### src/rtl/dcache_2way_controller_pkg.sv
// Shared definitions for the 2-way L1 data cache controller: geometry, tag-entry
// and address field positions, FSM encodings and the line word-merge helper.
package dcache_2way_controller_pkg;

  localparam int IDX_W  = 4;
  localparam int OFS_W  = 5;
  localparam int TAG_W  = 23;
  localparam int LINE_W = 256;
  localparam int TENT_W = TAG_W + 2;

  localparam int VALID_BIT = 24;
  localparam int DIRTY_BIT = 23;
  localparam int TAG_MSB   = 22;

  localparam int ADDR_TAG_LSB  = 9;
  localparam int ADDR_IDX_LSB  = 5;
  localparam int ADDR_WORD_LSB = 2;

  localparam logic [1:0] ST_IDLE      = 2'd0;
  localparam logic [1:0] ST_WRITEBACK = 2'd1;
  localparam logic [1:0] ST_ALLOCATE  = 2'd2;
  localparam logic [1:0] ST_REFILL    = 2'd3;

  typedef struct packed {
    logic hit0;
    logic hit1;
    logic victim_way;
    logic victim_dirty;
  } vsel_t;

  function automatic logic [LINE_W-1:0] merge_word(input logic [LINE_W-1:0] line,
                                                   input logic [2:0]        word,
                                                   input logic [31:0]       data);
    logic [LINE_W-1:0] r;
    r = line;
    r[{word, 5'b0} +: 32] = data;
    return r;
  endfunction

endpackage

### src/rtl/dcache_victim_sel.sv
// Combinational hit detection on both ways and victim choice
// (invalid way first, otherwise the way the LRU bit points at).
module dcache_victim_sel
  import dcache_2way_controller_pkg::*;
(
  input  logic [TENT_W-1:0] tag0,
  input  logic [TENT_W-1:0] tag1,
  input  logic [TAG_W-1:0]  addr_tag,
  input  logic              lru,
  output vsel_t             sel
);

  always_comb begin
    sel.hit0 = tag0[VALID_BIT] && (tag0[TAG_MSB:0] == addr_tag);
    sel.hit1 = tag1[VALID_BIT] && (tag1[TAG_MSB:0] == addr_tag);
    if (!tag0[VALID_BIT])      sel.victim_way = 1'b0;
    else if (!tag1[VALID_BIT]) sel.victim_way = 1'b1;
    else                       sel.victim_way = lru;
    sel.victim_dirty = sel.victim_way ? (tag1[VALID_BIT] & tag1[DIRTY_BIT])
                                      : (tag0[VALID_BIT] & tag0[DIRTY_BIT]);
  end

endmodule

### src/rtl/dcache_2way_controller.sv
// Miss/refill sequencer for the 2-way set-associative L1 data cache.
// Define DCACHE_STATS_EN to add saturating hit/miss counters (hit_cnt_o, miss_cnt_o).
module dcache_2way_controller
  import dcache_2way_controller_pkg::*;
(
  input  logic              clk_i,
  input  logic              rst_i,
  input  logic              cpu_req_i,
  input  logic              cpu_write_i,
  input  logic [31:0]       cpu_addr_i,
  input  logic [31:0]       cpu_data_i,
  output logic [31:0]       cpu_data_o,
  output logic              cpu_stall_o,
  output logic [IDX_W-1:0]  sram_idx_o,
  output logic              sram_we_o,
  output logic              sram_way_o,
  output logic [TENT_W-1:0] sram_tag_o,
  output logic [LINE_W-1:0] sram_data_o,
  input  logic [TENT_W-1:0] sram_tag0_i,
  input  logic [TENT_W-1:0] sram_tag1_i,
  input  logic [LINE_W-1:0] sram_data0_i,
  input  logic [LINE_W-1:0] sram_data1_i,
  output logic              mem_req_o,
  output logic              mem_write_o,
  output logic [31:0]       mem_addr_o,
  output logic [LINE_W-1:0] mem_data_o,
  input  logic [LINE_W-1:0] mem_data_i,
  input  logic              mem_ack_i
`ifdef DCACHE_STATS_EN
  ,
  output logic [31:0]       hit_cnt_o,
  output logic [31:0]       miss_cnt_o
`endif
);

  logic [1:0]        state, state_nx;
  logic [15:0]       lru;
  logic              victim_r;
  logic [LINE_W-1:0] fill_r;
  logic [TAG_W-1:0]  atag;
  logic [IDX_W-1:0]  idx;
  logic [2:0]        word;
  vsel_t             sel;
  logic              hit;
  logic [LINE_W-1:0] hit_line, victim_line;
  logic [TENT_W-1:0] victim_tent;
  logic              unused_addr_lsb;

  assign atag            = cpu_addr_i[31:ADDR_TAG_LSB];
  assign idx             = cpu_addr_i[ADDR_TAG_LSB-1:ADDR_IDX_LSB];
  assign word            = cpu_addr_i[ADDR_IDX_LSB-1:ADDR_WORD_LSB];
  assign unused_addr_lsb = ^cpu_addr_i[ADDR_WORD_LSB-1:0];
  assign sram_idx_o      = idx;

  dcache_victim_sel u_victim_sel (
    .tag0     (sram_tag0_i),
    .tag1     (sram_tag1_i),
    .addr_tag (atag),
    .lru      (lru[idx]),
    .sel      (sel)
  );

  assign hit         = sel.hit0 | sel.hit1;
  assign hit_line    = sel.hit0 ? sram_data0_i : sram_data1_i;
  assign victim_line = victim_r ? sram_data1_i : sram_data0_i;
  assign victim_tent = victim_r ? sram_tag1_i : sram_tag0_i;
  assign cpu_stall_o = (state != ST_IDLE) || (cpu_req_i && !hit);

  always_comb begin
    cpu_data_o  = '0;
    sram_we_o   = 1'b0;
    sram_way_o  = 1'b0;
    sram_tag_o  = '0;
    sram_data_o = '0;
    mem_req_o   = 1'b0;
    mem_write_o = 1'b0;
    mem_addr_o  = '0;
    mem_data_o  = '0;
    state_nx    = state;
    case (state)
      ST_IDLE: begin
        if (cpu_req_i) begin
          if (hit) begin
            cpu_data_o = hit_line[{word, 5'b0} +: 32];
            if (cpu_write_i) begin
              sram_we_o   = 1'b1;
              sram_way_o  = !sel.hit0;
              sram_tag_o  = {1'b1, 1'b1, atag};
              sram_data_o = merge_word(hit_line, word, cpu_data_i);
            end
          end else begin
            state_nx = sel.victim_dirty ? ST_WRITEBACK : ST_ALLOCATE;
          end
        end
      end
      ST_WRITEBACK: begin
        mem_req_o   = 1'b1;
        mem_write_o = 1'b1;
        mem_addr_o  = {victim_tent[TAG_MSB:0], idx, OFS_W'(0)};
        mem_data_o  = victim_line;
        if (mem_ack_i) state_nx = ST_ALLOCATE;
      end
      ST_ALLOCATE: begin
        mem_req_o  = 1'b1;
        mem_addr_o = {atag, idx, OFS_W'(0)};
        if (mem_ack_i) state_nx = ST_REFILL;
      end
      default: begin
        sram_we_o   = 1'b1;
        sram_way_o  = victim_r;
        sram_tag_o  = {1'b1, cpu_write_i, atag};
        sram_data_o = cpu_write_i ? merge_word(fill_r, word, cpu_data_i) : fill_r;
        state_nx    = ST_IDLE;
      end
    endcase
    // A refill or store hit that coincides with reset must not reach the arrays
    if (rst_i) sram_we_o = 1'b0;
  end

  always_ff @(posedge clk_i) begin
    if (rst_i) begin
      state    <= ST_IDLE;
      lru      <= '0;
      victim_r <= 1'b0;
      fill_r   <= '0;
    end else begin
      state <= state_nx;
      if (state == ST_IDLE && cpu_req_i) begin
        if (hit) lru[idx] <= sel.hit0;
        else     victim_r <= sel.victim_way;
      end
      if (state == ST_ALLOCATE && mem_ack_i) fill_r <= mem_data_i;
      if (state == ST_REFILL) lru[idx] <= !victim_r;
    end
  end

`ifdef DCACHE_STATS_EN
  logic replay_r;

  // The hit that follows a refill is the replay of the miss, not a new hit
  always_ff @(posedge clk_i) begin
    if (rst_i) begin
      replay_r   <= 1'b0;
      hit_cnt_o  <= '0;
      miss_cnt_o <= '0;
    end else begin
      replay_r <= (state == ST_REFILL);
      if (state == ST_IDLE && cpu_req_i) begin
        if (hit) begin
          if (!replay_r && hit_cnt_o != 32'hFFFF_FFFF) hit_cnt_o <= hit_cnt_o + 32'd1;
        end else if (miss_cnt_o != 32'hFFFF_FFFF) begin
          miss_cnt_o <= miss_cnt_o + 32'd1;
        end
      end
    end
  end
`endif

endmodule

### config.mk
export PLATFORM = sky130hd
export DESIGN_NAME = dcache_2way_controller
export DESIGN_NICKNAME = d
export VERILOG_FILES = /design/src/rtl/dcache_2way_controller_pkg.sv /design/src/rtl/dcache_victim_sel.sv /design/src/rtl/dcache_2way_controller.sv
export SDC_FILE = /design/constraint.sdc
export NUM_CORES = 2
export LEC_CHECK = 0
export ABC_AREA = 1
export BUFFER_PORTS_ARGS = -buffer_cell sky130_fd_sc_hd__buf_2
export CORE_AREA = 4 4 586 588
export DETAILED_ROUTE_END_ITERATION = 16
export DIE_AREA = 0 0 590 592
export PLACE_DENSITY_LB_ADDON = 0.12
export SYNTH_ARGS = -nofsm -noshare
export SYNTH_HDL_FRONTEND = slang
export SYNTH_SLANG_ARGS = --single-unit
### constraint.sdc
create_clock -name clk_i -period 4.5 [get_ports clk_i]
set_input_delay 0.45 -clock clk_i [delete_from_list [all_inputs] [get_ports clk_i]]
set_output_delay 0.45 -clock clk_i [all_outputs]
set_load 0.05 [all_outputs]
=== After elaboration in Yosys (flattened, before gate mapping) ===
Cells that the tools add are included.

* Bits in registers: 275
* Bits of input ports: 887
* Output and inout port bits: 610

* Add/subtract/negate cells: 1
* Magnitude comparators: 2
* Equality and inequality tests: 9
* Shift-type cells: 3
* Mux-type cells: 49
* Bitwise logic cells: 4
* Reductions and logical operators: 15

{| class="wikitable"
|+ Operators by type and width
! kind !! count
|-
| 256-bit two-way mux || 7
|-
| 256-bit bitwise mux || 2
|-
| 256-bit case mux with 2 select lines || 1
|-
| 32-bit by 10-bit variable shift with 256-bit output (first input constant) || 1
|-
| 256-bit by 9-bit variable part select with 32-bit output || 1
|-
| 32-bit by 10-bit variable part select with 256-bit output || 1
|-
| 32-bit two-way mux || 3
|-
| 25-bit two-way mux || 3
|-
| 16-bit two-way mux || 4
|-
| 32-bit case mux with 2 select lines || 1
|-
| 25-bit case mux with 2 select lines || 1
|-
| 23-bit equality test || 2
|-
| 16-bit bitwise mux || 2
|-
| 23-bit two-way mux || 1
|-
| 1-bit two-way mux || 14
|-
| 2-bit two-way mux || 5
|-
| 8-bit negation with 10-bit output || 1
|-
| 2-bit inequality test (second input constant) || 4
|-
| 1-bit logical AND || 6
|-
| 2-bit case mux with 3 select lines || 1
|-
| 4-bit by 5-bit less-than comparator with 1-bit output (second input constant) || 1
|-
| 1-bit binary-select mux with 4-bit select || 1
|-
| 1-bit demux with 4-bit select || 1
|-
| 2-bit equality test (second input constant) || 2
|-
| other kinds (13) || 17
|}

=== Depth between registers and ports, before layout ===
* Depth in word-level cells: 10
* Depth in mapped cells: 18
* Mapped depth without buffers: 14

=== Cells and area by module ===
A second synthesis with hierarchy kept.

* Cells, all modules: 5876
* Area total of the unflattened synthesis: 30320.3 um^2

{| class="wikitable"
|+ Modules (own cells, without submodules)
! module !! times used !! cells each !! area each (um^2) !! sequential area each (um^2)
|-
| dcache_2way_controller || 1 || 5654 || 29434.5 || 5505.3
|-
| dcache_victim_sel || 1 || 222 || 885.8 || 0.0
|}

=== Worst setup path before layout ===
OpenSTA, ideal clock, no wires.

* Path type: input to output
* From: input cpu_addr_i[3]
* To: output sram_data_o[86]
* Data arrival time: 3975 ps
* Required time: 4050 ps
* Path slack: 75 ps
* Stages: 17
* Path buffers: 4
* Cell sequence: clkbuf_1 -> clkbuf_1 -> inv_1 -> ha_1 -> ha_1 -> buf_2 -> inv_1 -> nor2_1 -> inv_2 -> nor2_1 -> inv_2 -> nor2_4 -> inv_1 -> clkbuf_1 -> nor3_1 -> a21oi_1 -> o21ai_0

* Longest elaborated chain between the ends: 7

{| class="wikitable"
|+ RTL lines
! element !! line !! source
|-
| from (decl) || dcache_2way_controller.sv:10 || <nowiki>input logic [31:0] cpu_addr_i,</nowiki>
|-
| 8-bit negation with 10-bit output (*) || dcache_2way_controller_pkg.sv:36 || <nowiki>r[{word, 5'b0} +: 32] = data;</nowiki>
|-
| 32-bit by 10-bit variable part select with 256-bit output / 32-bit by 10-bit variable shift with 256-bit output (equally long branches) || dcache_2way_controller_pkg.sv:36 ||
|-
| 256-bit bitwise mux || dcache_2way_controller_pkg.sv:36 ||
|-
| 256-bit two-way mux || dcache_2way_controller.sv:85 || <nowiki>if (cpu_write_i) begin</nowiki>
|-
| 256-bit two-way mux || dcache_2way_controller.sv:83 || <nowiki>if (hit) begin</nowiki>
|-
| 256-bit two-way mux || dcache_2way_controller.sv:82 || <nowiki>if (cpu_req_i) begin</nowiki>
|-
| 256-bit case mux with 2 select lines (*) || dcache_2way_controller.sv:80 || <nowiki>case (state)</nowiki>
|-
| to (decl) || dcache_2way_controller.sv:18 || <nowiki>output logic [LINE_W-1:0] sram_data_o,</nowiki>
|}

Every way passes the cells marked *; elsewhere a longest branch is shown, timed or not.

=== Worst setup path in the final report ===
* From: input cpu_addr_i[15]
* To: output cpu_data_o[12]

* Longest elaborated chain between the ends: 7

{| class="wikitable"
|+ RTL lines
! element !! line !! source
|-
| 23-bit equality test || dcache_victim_sel.sv:14 || <nowiki>sel.hit0 = tag0[VALID_BIT] && (tag0[TAG_MSB:0] == addr_tag);</nowiki>
|-
| 1-bit logical AND || dcache_victim_sel.sv:14 ||
|-
| 256-bit two-way mux || dcache_2way_controller.sv:64 || <nowiki>assign hit_line = sel.hit0 ? sram_data0_i : sram_data1_i;</nowiki>
|-
| 256-bit by 9-bit variable part select with 32-bit output || dcache_2way_controller.sv:84 || <nowiki>cpu_data_o = hit_line[{word, 5'b0} +: 32];</nowiki>
|-
| 32-bit two-way mux (*) || dcache_2way_controller.sv:83 ||
|-
| 32-bit two-way mux (*) || dcache_2way_controller.sv:82 ||
|-
| 32-bit two-way mux (*) || dcache_2way_controller.sv:80 ||
|-
| to (decl) || dcache_2way_controller.sv:12 || <nowiki>output logic [31:0] cpu_data_o,</nowiki>
|}

Marked as above.

==> results.py <==
metrics = {
    "clock_tree": {
        "root_buffer": "clkbuf_16",
        "cts_buffer_depth": 3,
        "clock_latency_ps": 700,
        "path_clk_slew_ps": 60,
        "cts_buffers": 43,
        "cts_tree": "done",
        "cts_sinks": 275,
        "htree_levels": 2,
    },
    "floorplan": {
        "die-area_sq_mm": 0.349,
        "die_height_um": 592,
        "num_io_pins": 1497,
        "num_rows": 214,
        "start_util": 0.0914,
        "die_w_um": 590,
        "core_sq_mm": 0.338,
    },
    "global_route": {
        "grt_pass1_vias": 48324,
        "track_usage": 0.253,
        "grt_pass1_wl_mm": 569,
        "grt_max_degree": 133,
        "grt_antenna_before_repair": 296,
        "grt_overflow": 0,
    },
    "yosys": {
        "ys_seq_area_frac": 0.178,
        "yosysUniqueCellTypes": 41,
        "synth_cells": 6073,
        "syn_area_sq_mm": 0.0309,
        "synth_seq_cells": 275,
        "syn_area_per_cell_sq_um": 5.09,
        "ys_warn_count": 0,
    },
    "placed_design": {
        "pre_cts_ws_ps": -221,
        "io_buffers": 1489,
        "place_congestion": 0.913,
        "dpl.cell_count": 11966,
        "dpl.hpwl_mm": 405,
    },
    "power_and_ir_drop": {
        "vdd_drop_max_mv": 0.256,
        "switching_share": 0.586,
        "clock_power_share": 0.197,
        "p_int_uw": 7520,
        "p_leak_uw": 0.0235,
        "power_frac_seq": 0.187,
        "pwr-share-comb": 0.615,
        "power_density_mw_per_mm2": 360,
        "p_sw_uw": 10700,
    },
    "timing": {
        "finalSetupViolations": 0,
        "period_needed_ps": 4350,
        "relSlewSlack": 0.236,
        "period_share": 0.967,
        "fmax_mhz": 230,
        "hold_violations": 0,
        "finClkSkew_ps": 65.4,
        "tightest_slew_ps": 1140,
        "maxSlewViolCount": 0,
        "fin_ws_ps": 147,
        "rsz0062_at_grt": "no",
    },
    "worst_setup_path": {
        "path_class": "in2out",
        "cp_slowest_cell": "nor2_1",
        "reg2regPathDepth": 6,
        "cp.arrival_ps": 3900,
        "cp_top_family": "simple AND/OR/NAND/NOR gates",
        "reg2reg_from": "state[0]",
        "critPathMaxStageDelay_ps": 490,
        "r2r_end": "fill_r[59]",
        "reg2reg_slack_ps": 1610,
        "required_ps": 4050,
        "cp_max_fo": 14,
        "path_buf_inv": 5,
        "crit_chain": "buf_2, inv_2, nand2_1, nand2_1, nor2_1, nand2_1, nor2_4, nand3_4, inv_4, buf_4, nand2_1, nand2_1, nor2_1, nor2_1, nor2_1, nor2_1, buf_12",
        "start_kind": "input pin",
        "worst_setup_path_end_kind": "primary output",
    },
    "detailed_routing": {
        "drc": 0,
        "routed_wl_mm": 465,
        "first_iter_violations": 5314,
        "vias": 51503,
        "first_pass_iters": 6,
        "drtAntennaViolNets": 0,
        "vias_per_cell": 4.23,
        "wl_per_cell_um": 38.1,
    },
    "final_layout": {
        "area_growth_pct": 63.6,
        "stdcell_count": 12188,
        "fin_nets": 8417,
        "drive_above_1_share": 0.264,
    },
    "min_path": {
        "hp-class": "in2reg",
        "min_from": "mem_data_i[23]",
        "hold_path_depth": 3,
        "hold_end": "fill_r[23]",
    },
    "status": {
        "status": "completed",
    },
    "flow_run": {
        "max_cap_viol_count": 0,
    },
}
power by group through the flow:
stage          registers [uW]  logic (uW)  clock network, uW
3_5_place_dp             3460       11200                  0
5_1_grt                  3460       11800               3760
6_report                 3410       11200               3590
3_3_place_gp             3450       11200                  0
2_1_floorplan            3210        6250                  0
4_1_cts                  3410       11300               3720
routing by layer:
metal | global-route usage | vias up | wire [um]
met4 | 0.0635 | 124 | 12800
met1 | 0.351 | 25275 | 214000
li1 | - | 22862 | -
met2 | 0.378 | 2762 | 195000
met5 | 0 | - | 788
met3 | 0.0761 | 480 | 42100
repair_timing:
action,in CTS,in global routing
hold endpoints to repair,44,0
gates resized for setup,3,1
hold buffers,44,0
endpoints found under the setup margin,15,1
buffers inserted,0,0
sequential cells by signal, indices dropped and copies added (netlist names):
| name | flops |
|---|---|
| fill_r | 256 |
| lru | 16 |
| state | 2 |
| victim_r | 1 |
area by class of cell:
type / count / area (sq um)
Multi-Input combinational cell: 4864 / 21900
Sequential cell: 275 / 5510
Timing Repair Buffer: 1901 / 14200
Tap cell: 4536 / 5680
Clock inverter: 12 / 128
Clock buffer: 67 / 1290
Inverter: 434 / 1650
Antenna cell: 99 / 248
Fill cell: 40196 / 288000
cell families (layout without fill, tap and decap cells):
logic type               Yosys count  after routing  synth area share
AND/OR/NAND/NOR                 3300           3300             0.439
AO/OA/AOI/OAI                   1532           1532             0.255
buffers and inverters            938           2414             0.119
flip-flops                       275            275             0.178
adder cells (fa/ha/maj)           11             11           0.00445
multiplexers                      11             11           0.00356
XOR/XNOR                           5              5           0.00142
other                              1            104          0.000121
Yosys cell counts:
cell type | number | area (sq um)
clkbuf_2 | 1 | 5.00
o2111ai_1 | 1 | 8.76
nand3_1 | 366 | 1830
inv_1 | 401 | 1510
nor2_1 | 1301 | 4880
a22o_1 | 3 | 26.3
nand2_1 | 1300 | 4880
buf_2 | 69 | 345
clkinv_1 | 6 | 22.5
o21ai_0 | 987 | 4940
mux2i_1 | 11 | 110
dfxtp_1 | 275 | 5510
or2_2 | 4 | 25.0
nand4_2 | 1 | 12.5
nor3_4 | 1 | 16.3
ha_1 | 11 | 138
a21oi_2 | 1 | 8.76
a31oi_1 | 10 | 62.6
a21oi_1 | 361 | 1810
buf_4 | 15 | 113
nor4_1 | 3 | 18.8
nor3_2 | 1 | 10.0
a21boi_0 | 1 | 7.51
clkbuf_1 | 380 | 1430
o31ai_1 | 10 | 75.1
and2_1 | 28 | 175
nor2_2 | 7 | 43.8
nand3_4 | 1 | 17.5
buf_1 | 39 | 146
o211ai_1 | 32 | 240
o21ai_1 | 81 | 405
nor2_4 | 3 | 33.8
nand4_1 | 138 | 863
nor3_1 | 118 | 591
or2_1 | 28 | 175
conb_1 | 1 | 3.75
xnor2_1 | 5 | 43.8
a21o_1 | 15 | 113
inv_2 | 27 | 101
a22oi_1 | 1 | 7.51
o22ai_1 | 29 | 181
cell usage in the layout (no fill, tap or decap), types with 4 or more instances in the layout:
master         synthesis  routed
dfxtp_1              275     274
or2_1                 28      28
buf_2                 69    1286
o22ai_1               29      29
a21oi_1              361     361
ha_1                  11       9
nand4_1              138     138
nor3_1               118     117
nor2_4                 3      12
inv_1                401     397
o21ai_0              987     986
clkinv_1               6       6
clkbuf_8               0      12
xnor2_1                5       5
o21ai_1               81      82
nor2_1              1301    1291
nand2_1             1300    1296
conb_1                 1       5
a21o_1                15      15
clkinv_2               0       5
mux2i_1               11      11
or2_2                  4       4
nand3_1              366     365
buf_4                 15     330
and2_1                28      28
a31oi_1               10      10
dlygate4sd3_1          0      44
clkbuf_16              0      43
o31ai_1               10      10
nor2_2                 7       8
clkbuf_1             380      12
o211ai_1              32      32
buf_12                 0     241
inv_2                 27      26
diode_2                0      99
worst max-delay path by stage:
stage | end | from | slack [ps] | depth (start not counted)
finish | cpu_data_o[12] | cpu_addr_i[15] | 150 | 17
global placement | sram_data_o[182] | sram_tag1_i[17] | -240 | 16
floorplan | sram_data_o[86] | cpu_addr_i[3] | 70 | 17
global route | cpu_data_o[12] | cpu_addr_i[16] | 4 | 17
detailed placement | sram_data_o[182] | sram_tag1_i[17] | -220 | 16
CTS | cpu_data_o[31] | sram_tag0_i[8] | 50 | 18
worst min-delay path: stages:
cell	delay, ps
buf_2	80
o21ai_0	70
nor2_1	70
through the flow:
stage          area, sq um  total power [uW]  hold slack, ps  utilization  setup TNS (ps)
4_1_cts              50400             18400           0.177        0.149               0
3_3_place_gp         48500             14700             458        0.143            -614
3_5_place_dp         48500             14700             467        0.143            -594
2_1_floorplan        30900              9460             439            -               0
6_report             50600             18200            58.9        0.150               0
5_1_grt              50400             19000            45.5        0.149               0
Power figures use the tool's default switching activity.
